## src/rtl/rgb_led_pkg.sv

```systemverilog
// Shared encodings for the arbitrated RGB LED controller: pattern modes,
// arbiter states, ramp direction and colour channel indices.
package rgb_led_pkg;

    typedef enum logic [1:0] {
        MODE_OFF     = 2'd0,
        MODE_SOLID   = 2'd1,
        MODE_BLINK   = 2'd2,
        MODE_BREATHE = 2'd3
    } mode_e;

    typedef enum logic [1:0] {
        ARB_IDLE = 2'd0,
        ARB_G0   = 2'd1,
        ARB_G1   = 2'd2
    } arb_state_e;

    typedef enum logic {
        DIR_UP   = 1'b0,
        DIR_DOWN = 1'b1
    } ramp_dir_e;

    localparam int COL_R = 0;
    localparam int COL_G = 1;
    localparam int COL_B = 2;

endpackage

```

## src/rtl/rgb_pattern_gen.sv

```systemverilog
// Frame-based pattern sequencer: step prescaler, blink phase and breathe ramp,
// and the mode mux that turns the shadow level into a PWM duty value.
module rgb_pattern_gen
    import rgb_led_pkg::*;
#(
    parameter int PWM_BITS    = 8,
    parameter int STEP_FRAMES = 4,
    parameter int BREATHE_INC = 16
) (
    input  logic                clk,
    input  logic                reset_n,
    input  logic                frame_wrap,
    input  logic                restart,
    input  mode_e               mode,
    input  logic [PWM_BITS-1:0] level,
    output logic [PWM_BITS-1:0] duty
);

    localparam int                  PRESC_W    = 16;
    localparam logic [PRESC_W-1:0]  PRESC_LAST = PRESC_W'(STEP_FRAMES - 1);
    localparam logic [PWM_BITS-1:0] RAMP_MAX   = '1;
    localparam logic [PWM_BITS:0]   INC_EXT    = (PWM_BITS + 1)'(BREATHE_INC);

    logic [PRESC_W-1:0]    presc_q, presc_d;
    logic                  phase_q, phase_d;
    logic [PWM_BITS-1:0]   ramp_q, ramp_d;
    ramp_dir_e             dir_q, dir_d;
    logic [PWM_BITS:0]     step_res;
    logic [2*PWM_BITS-1:0] prod;

    // Result MSB flags that the ramp hit its rail and must reverse.
    function automatic logic [PWM_BITS:0] ramp_up_sat(input logic [PWM_BITS-1:0] r);
        logic [PWM_BITS:0] s;
        s = {1'b0, r} + INC_EXT;
        if (s >= {1'b0, RAMP_MAX}) begin
            return {1'b1, RAMP_MAX};
        end
        return {1'b0, s[PWM_BITS-1:0]};
    endfunction

    function automatic logic [PWM_BITS:0] ramp_down_sat(input logic [PWM_BITS-1:0] r);
        if ({1'b0, r} <= INC_EXT) begin
            return {1'b1, {PWM_BITS{1'b0}}};
        end
        return {1'b0, r - INC_EXT[PWM_BITS-1:0]};
    endfunction

    always_comb begin
        presc_d  = presc_q;
        phase_d  = phase_q;
        ramp_d   = ramp_q;
        dir_d    = dir_q;
        step_res = '0;
        if (frame_wrap) begin
            if (restart) begin
                presc_d = '0;
                phase_d = 1'b1;
                ramp_d  = '0;
                dir_d   = DIR_UP;
            end else if (presc_q >= PRESC_LAST) begin
                presc_d = '0;
                phase_d = !phase_q;
                if (dir_q == DIR_UP) begin
                    step_res = ramp_up_sat(ramp_q);
                    if (step_res[PWM_BITS]) dir_d = DIR_DOWN;
                end else begin
                    step_res = ramp_down_sat(ramp_q);
                    if (step_res[PWM_BITS]) dir_d = DIR_UP;
                end
                ramp_d = step_res[PWM_BITS-1:0];
            end else begin
                presc_d = presc_q + 1'b1;
            end
        end
    end

    always_comb begin
        prod = {{PWM_BITS{1'b0}}, level} * {{PWM_BITS{1'b0}}, ramp_q};
        duty = '0;
        unique case (mode)
            MODE_OFF:     duty = '0;
            MODE_SOLID:   duty = level;
            MODE_BLINK:   duty = phase_q ? level : '0;
            MODE_BREATHE: duty = prod[2*PWM_BITS-1:PWM_BITS];
        endcase
    end

    always_ff @(posedge clk) begin
        if (!reset_n) begin
            presc_q <= '0;
            phase_q <= 1'b1;
            ramp_q  <= '0;
            dir_q   <= DIR_UP;
        end else begin
            presc_q <= presc_d;
            phase_q <= phase_d;
            ramp_q  <= ramp_d;
            dir_q   <= dir_d;
        end
    end

endmodule

```

## src/rtl/rgb_led_ctrl.sv

```systemverilog
// Two-requester RGB LED controller: frame-synchronous priority arbiter,
// shadowed request fields and per-channel PWM comparator for SB_RGBA_DRV.
module rgb_led_ctrl
    import rgb_led_pkg::*;
#(
    parameter int PWM_BITS    = 8,
    parameter int STEP_FRAMES = 4,
    parameter int BREATHE_INC = 16
) (
    input  logic                clk,
    input  logic                reset_n,
    input  logic [1:0]          req,
    input  logic [2:0]          color0,
    input  logic [1:0]          mode0,
    input  logic [PWM_BITS-1:0] level0,
    input  logic [2:0]          color1,
    input  logic [1:0]          mode1,
    input  logic [PWM_BITS-1:0] level1,
    output logic [1:0]          gnt,
    output logic                frame_end,
    output logic [2:0]          pwm
);

    localparam logic [PWM_BITS-1:0] CNT_MAX = '1;

    logic [PWM_BITS-1:0] cnt_q, cnt_d;
    logic                frame_end_q, frame_end_d;
    arb_state_e          state_q, state_d;
    logic [1:0]          gnt_q, gnt_d;
    logic [2:0]          color_q, color_d;
    mode_e               mode_q, mode_d;
    logic [PWM_BITS-1:0] level_q, level_d;
    logic [2:0]          pwm_q, pwm_d;
    logic                wrap;
    logic                restart;
    logic [PWM_BITS-1:0] duty;
    logic [PWM_BITS-1:0] duty_eff;

    assign wrap = (cnt_q == CNT_MAX);

    always_comb begin
        cnt_d       = cnt_q + 1'b1;
        frame_end_d = wrap;
        state_d     = state_q;
        gnt_d       = gnt_q;
        color_d     = color_q;
        mode_d      = mode_q;
        level_d     = level_q;
        if (wrap) begin
            // Every state resolves identically: req0 wins, then req1, else idle.
            if (req[0])      state_d = ARB_G0;
            else if (req[1]) state_d = ARB_G1;
            else             state_d = ARB_IDLE;
            unique case (state_d)
                ARB_G0: begin
                    gnt_d   = 2'b01;
                    color_d = color0;
                    mode_d  = mode_e'(mode0);
                    level_d = level0;
                end
                ARB_G1: begin
                    gnt_d   = 2'b10;
                    color_d = color1;
                    mode_d  = mode_e'(mode1);
                    level_d = level1;
                end
                default: begin
                    gnt_d   = 2'b00;
                    color_d = '0;
                    mode_d  = MODE_OFF;
                    level_d = '0;
                end
            endcase
        end
        restart  = wrap && (state_d != state_q);
        duty_eff = (state_q == ARB_IDLE) ? '0 : duty;
        pwm_d[COL_R] = color_q[COL_R] & (cnt_q < duty_eff);
        pwm_d[COL_G] = color_q[COL_G] & (cnt_q < duty_eff);
        pwm_d[COL_B] = color_q[COL_B] & (cnt_q < duty_eff);
    end

    rgb_pattern_gen #(
        .PWM_BITS    (PWM_BITS),
        .STEP_FRAMES (STEP_FRAMES),
        .BREATHE_INC (BREATHE_INC)
    ) u_pattern (
        .clk        (clk),
        .reset_n    (reset_n),
        .frame_wrap (wrap),
        .restart    (restart),
        .mode       (mode_q),
        .level      (level_q),
        .duty       (duty)
    );

    always_ff @(posedge clk) begin
        if (!reset_n) begin
            cnt_q       <= '0;
            frame_end_q <= 1'b0;
            state_q     <= ARB_IDLE;
            gnt_q       <= 2'b00;
            color_q     <= '0;
            mode_q      <= MODE_OFF;
            level_q     <= '0;
            pwm_q       <= '0;
        end else begin
            cnt_q       <= cnt_d;
            frame_end_q <= frame_end_d;
            state_q     <= state_d;
            gnt_q       <= gnt_d;
            color_q     <= color_d;
            mode_q      <= mode_d;
            level_q     <= level_d;
            pwm_q       <= pwm_d;
        end
    end

    assign gnt       = gnt_q;
    assign frame_end = frame_end_q;
    assign pwm       = pwm_q;

endmodule

```

## config.mk

```make
export PLATFORM = sky130hd
export DESIGN_NAME = rgb_led_ctrl
export DESIGN_NICKNAME = d
export VERILOG_FILES = /design/src/rtl/rgb_led_pkg.sv /design/src/rtl/rgb_pattern_gen.sv /design/src/rtl/rgb_led_ctrl.sv
export SDC_FILE = /design/constraint.sdc
export NUM_CORES = 1
export LEC_CHECK = 0
export ABC_AREA = 0
export CAP_MARGIN = 25
export CELL_PAD_IN_SITES_DETAIL_PLACEMENT = 1
export CELL_PAD_IN_SITES_GLOBAL_PLACEMENT = 2
export CORE_MARGIN = 2
export CORE_UTILIZATION = 33
export DETAILED_ROUTE_END_ITERATION = 10
export PLACE_DENSITY_LB_ADDON = 0.1
export REMOVE_ABC_BUFFERS = 1
export SLEW_MARGIN = 20
export SYNTH_ARGS = -nofsm -noshare
export SYNTH_HDL_FRONTEND = slang
export SYNTH_SLANG_ARGS = --single-unit
```

## constraint.sdc

```tcl
create_clock -name clk -period 6 [get_ports clk]
set_clock_uncertainty 0.2 [all_clocks]
set_input_delay 1.8 -clock clk [delete_from_list [all_inputs] [get_ports clk]]
set_output_delay 1.8 -clock clk [all_outputs]
set_load 0.02 [all_outputs]
```

# == After elaboration in Yosys (flattened, before gate mapping) ==
# Index checks and enable logic that the tools add are counted.
# word_totals
ff_bits,55
input_bits,30
word_cells,82
# op_classes
n_addsub,4
multipliers,1
n_lt_le_gt_ge,4
eq_ne,7
n_mux,45
bitwise_logic,3
n_reduce_logical,6
# ops
op,n
2-to-1 mux 9 bit,12
2-to-1 mux 8 bit,5
2-to-1 mux 16 bit,2
case mux 8 bit (4 select lines),1
2-to-1 mux 1 bit,17
"adder 16 x 1 -> 16 bit, second input constant",1
"greater-or-equal comparator 16 x 2 -> 1 bit, second input constant",1
multiplier 8 x 8 -> 16 bit,1
case mux 8 bit (2 select lines),1
"adder 8 x 5 -> 9 bit, second input constant",1
"greater-or-equal comparator 9 x 8 -> 1 bit, second input constant",1
"adder 8 x 1 -> 8 bit, second input constant",1
"== test 8 bit, second input constant",1
"less-or-equal comparator 8 x 5 -> 1 bit, second input constant",1
less-than comparator 8 bit,1
2-to-1 mux 2 bit,4
case mux 2 bit (2 select lines),2
"subtractor 8 x 5 -> 8 bit, second input constant",1
"== test 2 bit, second input constant",3
case mux 3 bit (2 select lines),1
"== test 2 x 1 -> 1 bit, second input constant",2
logical NOT 2 bit,2
AND 1 bit,3
inequality test 2 bit,1
other kinds (4),4

# == Logic depth before layout (Yosys ltp) ==
# logic_depth
depth_word,17
mapped_depth,25
depth_no_buf,24

# == Cells and area by module ==
# A second synthesis with hierarchy kept.
# hier_totals
hier_cells,518
area_unflattened_um2,4459.3
# modules_own_cells
module,instances,cells_per_inst,area_per_inst_um2,seq_area_each_um2
rgb_pattern_gen,1,367,3049.2,460.4
rgb_led_ctrl,1,151,1410.1,580.6

# == Least setup slack after synthesis ==
# OpenSTA, ideal clock, no wires.
# synth_timing
path_kind,reg-to-reg
startpoint,register u_pattern.ramp_q[7]
endpoint,register pwm_q[0] (netlist: pwm[0])
t_arrival_ns,5.360
path_slack_ns,0.325
path_stages_with_launch,24
n_path_buf,2
synth_period_minus_slack_ns,5.675
cell_sequence,dfxtp_1 clkbuf_2 clkbuf_1 nand2_1 fa_1 fa_1 inv_1 fa_1 inv_1 fa_1 inv_1 ha_1 o21ai_0 a22oi_1 and3_1 a221oi_1 o21ai_0 xnor2_1 a22oi_1 ha_1 nand4_1 a311oi_1 a21oi_1 and2_1
# synth_between
elab_chain_len,5
# synth_lines
item,line,source
"start, declared",rgb_pattern_gen.sv:26,"logic [PWM_BITS-1:0] ramp_q, ramp_d;"
"start signal, assigned",rgb_pattern_gen.sv:97,ramp_q <= ramp_d;
multiplier 8 x 8 -> 16 bit,rgb_pattern_gen.sv:78,"prod = {{PWM_BITS{1'b0}}, level} * {{PWM_BITS{1'b0}}, ramp_q};"
case mux 8 bit (4 select lines),rgb_pattern_gen.sv:80,unique case (mode)
2-to-1 mux 8 bit,rgb_led_ctrl.sv:76,duty_eff = (state_q == ARB_IDLE) ? '0 : duty;
less-than comparator 8 bit,rgb_led_ctrl.sv:77,pwm_d[COL_R] = color_q[COL_R] & (cnt_q < duty_eff);
AND 1 bit,rgb_led_ctrl.sv:77,
"end signal, assigned",rgb_led_ctrl.sv:114,pwm_q <= pwm_d;
"end, declared",rgb_led_ctrl.sv:33,"logic [2:0] pwm_q, pwm_d;"
# No other way between the ends.
# A chain may end at the register's enable or synchronous reset.

# == Worst setup path after layout ==
# layout_timing
startpoint,register level_q[2]
endpoint,register pwm_q[2] (netlist: pwm[2])
# layout_between
elab_chain_len,5
# layout_lines
item,line,source
"start, declared",rgb_led_ctrl.sv:32,"logic [PWM_BITS-1:0] level_q, level_d;"
"start signal, assigned",rgb_led_ctrl.sv:113,level_q <= level_d;
multiplier 8 x 8 -> 16 bit / 2-to-1 mux 8 bit (equally long branches),"rgb_pattern_gen.sv:78, rgb_pattern_gen.sv:83",
case mux 8 bit (4 select lines) (*),rgb_pattern_gen.sv:80,
2-to-1 mux 8 bit (*),rgb_led_ctrl.sv:76,
less-than comparator 8 bit (*),rgb_led_ctrl.sv:79,pwm_d[COL_B] = color_q[COL_B] & (cnt_q < duty_eff);
AND 1 bit (*),rgb_led_ctrl.sv:79,
# Every way passes the cells marked *; elsewhere a longest branch is shown, timed or not.

==> qor.txt <==
starting density of the core - 34.0%
Flop pwr share - 51.4%
CP Capture Type - flop
die span in x - 119 µm
average wire per standard cell - 16.0 µm
worst min-delay path category - flop to flop
Die Ht - 119 µm
Final Instance Area - 0.00515 mm²
Max Slew Vio Count - 0
Clock Tree Buf Depth - 2
Final nets - 657
proportion of layout cells with a drive suffix above 1 - 8.04%
FFs w/ async S/R, synth - 0%
Synth Flop Type - dfxtp_1
vias in the first global route - 3833
post-route non-filler standard cell count - 719
routability cong. - 0.848
gr usage total - 17.1%
post-route clock period utilization - 95.4%
relative slew slack - 53.8%
GRT Residual Overflow - 0
NetSw - 152 µW
Post-route DRC - 0
maximum clock rate - 0.175 GHz
Num CTS Buffers - 5
dpl cells - 709
drt pass-1 iters - 4
via count - 3569
flop and latch count out of synthesis - 52
Port-buffer cells - 35
Area growth syn-to-layout - 18.9%
Post-synth EDFFs - 0
Max-Cap Viols - 0
status - finished, final reports clean
Sw Ratio - 22.5%
cells after synthesis - 504
ANT cells - 0
combinational share of power - 6.3%
Cell Rows - 41
clock sink count - 52
final setup violation count - 0
total internal power - 526 µW
final antenna-violating net count - 0
drt total wl - 11500 µm
Layout Utilization - 40.5%
Leak - 2.30 nW
CP Max Fanout - 4
initial antenna violation count - 0
root buf cell - clkbuf_16
1st-iter DRT viols - 107
die area - 0.0140 mm²
Synth cell types - 52
critical path type - flop to flop
Setup WS pre-CTS - -0.168 ns
Slew @ Worst Pin - 0.691 ns
PnR worst setup slack - 0.278 ns
H-tree depth - 2
vias per cell - 4.96
pwr dens - 132 mW/mm²
Mapped Area - 0.00433 mm²
Worst-path clk slew - 0.07 ns
Critical Path RT - 5.98 ns
r2r setup slk - 0.28 ns
Post-Syn Area per Cell - 8.59 µm²
first-pass GRT wire length - 19500 µm
DP Area - 0.00494 mm²
sequential fraction of the synthesis area - 24.1%
crit path time final - 5.72 ns
placeable core area - 0.0127 mm²
crit path launch type - flop
TritonCTS clock tree - built
clk_lat worst skew - 0.30 ns
Peak VDD IR - 0.104 mV
largest net degree at the start of global routing - 27
IO Pins - 36
Hold WS - 0.273 ns
HPWL Detailed - 9460 µm
clock share of power - 42.3%
Ys Warns - 0
Final Hold Vio Count - 0
Worst EP arrival - 5.71 ns
-- layout make-up --
cell class / count / area (µm²)
clock buffer: 6 / 129
clock inverter: 2 / 13.8
fill: 1576 / 7570
inverter: 66 / 248
multi-input combinational: 368 / 3010
sequential: 52 / 1050
tap: 172 / 215
timing repair buffer: 53 / 485
-- cell families after synthesis --
family	Yosys count	synth area share, %
compound gates	71	11.2
xor+xnor	26	5.26
fa+ha+maj	81	29.5
buf+inv	84	7.40
flops	52	24.1
mux	4	0.954
simple gates	186	21.7
-- layout by cell type, fill, tap and decap left out, drive strengths merged, types with 3 or more instances in the layout --
master	Yosys	layout
nor3	20	20
o21ai	14	14
clkbuf	13	6
a31oi	3	3
xnor2	12	12
a22oi	7	7
and2	31	31
xor2	14	14
nand3	11	11
or3	5	5
and3	5	5
a21oi	14	14
nor2b	4	4
a221oi	14	14
buf	5	18
ha	46	46
inv	65	66
mux2i	3	3
clkdlybuf4s50	0	35
nor4	3	3
nand4	8	8
dfxtp	52	52
nand2	42	42
fa	35	35
nor2	47	47
-- path summary, 6_finish.rpt --
path | cells after the start | end | start
worst max-delay path | 20 | pwm[2] | level_q[2]
worst min-delay path | 1 | pwm[0] | color_q[0]
worst max register to register | 20 | pwm[2] | level_q[2]
worst min register to register | 1 | pwm[0] | color_q[0]
-- critical path, cell delays in order, from the launching register on --
cell      delay, ns
dfxtp_2        0.35
buf_4          0.15
and2_1         0.15
fa_1           0.53
fa_1           0.55
inv_1          0.05
fa_1           0.50
fa_1           0.57
inv_1          0.05
ha_2           0.20
nor3_2         0.24
nand4_1        0.27
a221oi_4       0.38
o21ai_0        0.17
xnor2_1        0.19
a22oi_1        0.10
ha_1           0.34
nand4_1        0.14
a311oi_2       0.23
a21oi_2        0.10
and2_1         0.16
-- registers in the layout, summed over array words and instances (netlist names) --
| name | count |
|---|---|
| cnt_q | 8 |
| color_q | 3 |
| frame_end | 1 |
| gnt | 2 |
| level_q | 8 |
| mode_q | 2 |
| pwm | 3 |
| state_q | 2 |
| u_pattern.dir_q | 1 |
| u_pattern.phase_q | 1 |
| u_pattern.presc_q | 16 |
| u_pattern.ramp_q | 5 |
-- metrics by stage --
stage	power, mW	TNS [ns]
floorplan	0.369	0
global placement	0.398	-0.0756
detailed placement	0.399	-0.500
CTS	0.692	0
global route	0.712	-0.00855
finish	0.679	0
-- routing by layer --
layer	part of all wire, %	vias to the layer above	track usage (%)
met2	49	45	29.1
met3	3.2	10	2.12
li1	-	1772	-
met1	47	1742	23.2
met4	1.3	0	4.02
met5	0	-	0
-- Yosys cell counts, drive strengths merged, types with 2 or more instances --
cell    number  area [µm²]
o211ai       2        15.0
and4         2        17.5
inv         65         244
nor3        20         100
nand3b       2        15.0
a21oi       14        70.1
nor2        47         176
o21ai       14        70.1
a21o         2        15.0
mux2i        3        30.0
a22oi        7        52.6
clkbuf      13        50.0
nand3       11        55.1
o22ai        2        12.5
a31oi        3        18.8
nor2b        4        25.0
fa          35         701
o21a         2        15.0
a221oi      14         123
nand2       42         158
nor4         3        18.8
o41ai        2        17.5
or2          2        12.5
buf          5        22.5
and3         5        32.5
nand4        8        65.1
or3          5        31.3
ha          46         576
and2        31         194
xnor2       12         105
dfxtp       52        1040
xor2        14         123
-- power by group through the flow --
stage | clock network, mW | registers, mW | logic (mW)
after floorplan | 0 | 0.356 | 0.0131
after global placement | 0 | 0.357 | 0.0414
after detailed placement | 0 | 0.357 | 0.0419
after CTS | 0.302 | 0.349 | 0.0419
after global routing | 0.316 | 0.349 | 0.0466
final | 0.287 | 0.349 | 0.0431
-- repair_timing --
action,4_1_cts,5_1_grt
buffers inserted,0,1
endpoints found under the setup margin,3,3
pin swaps,0,3
resized for setup,2,14
hold buffers,0,0
Power figures use the tool's default switching activity.
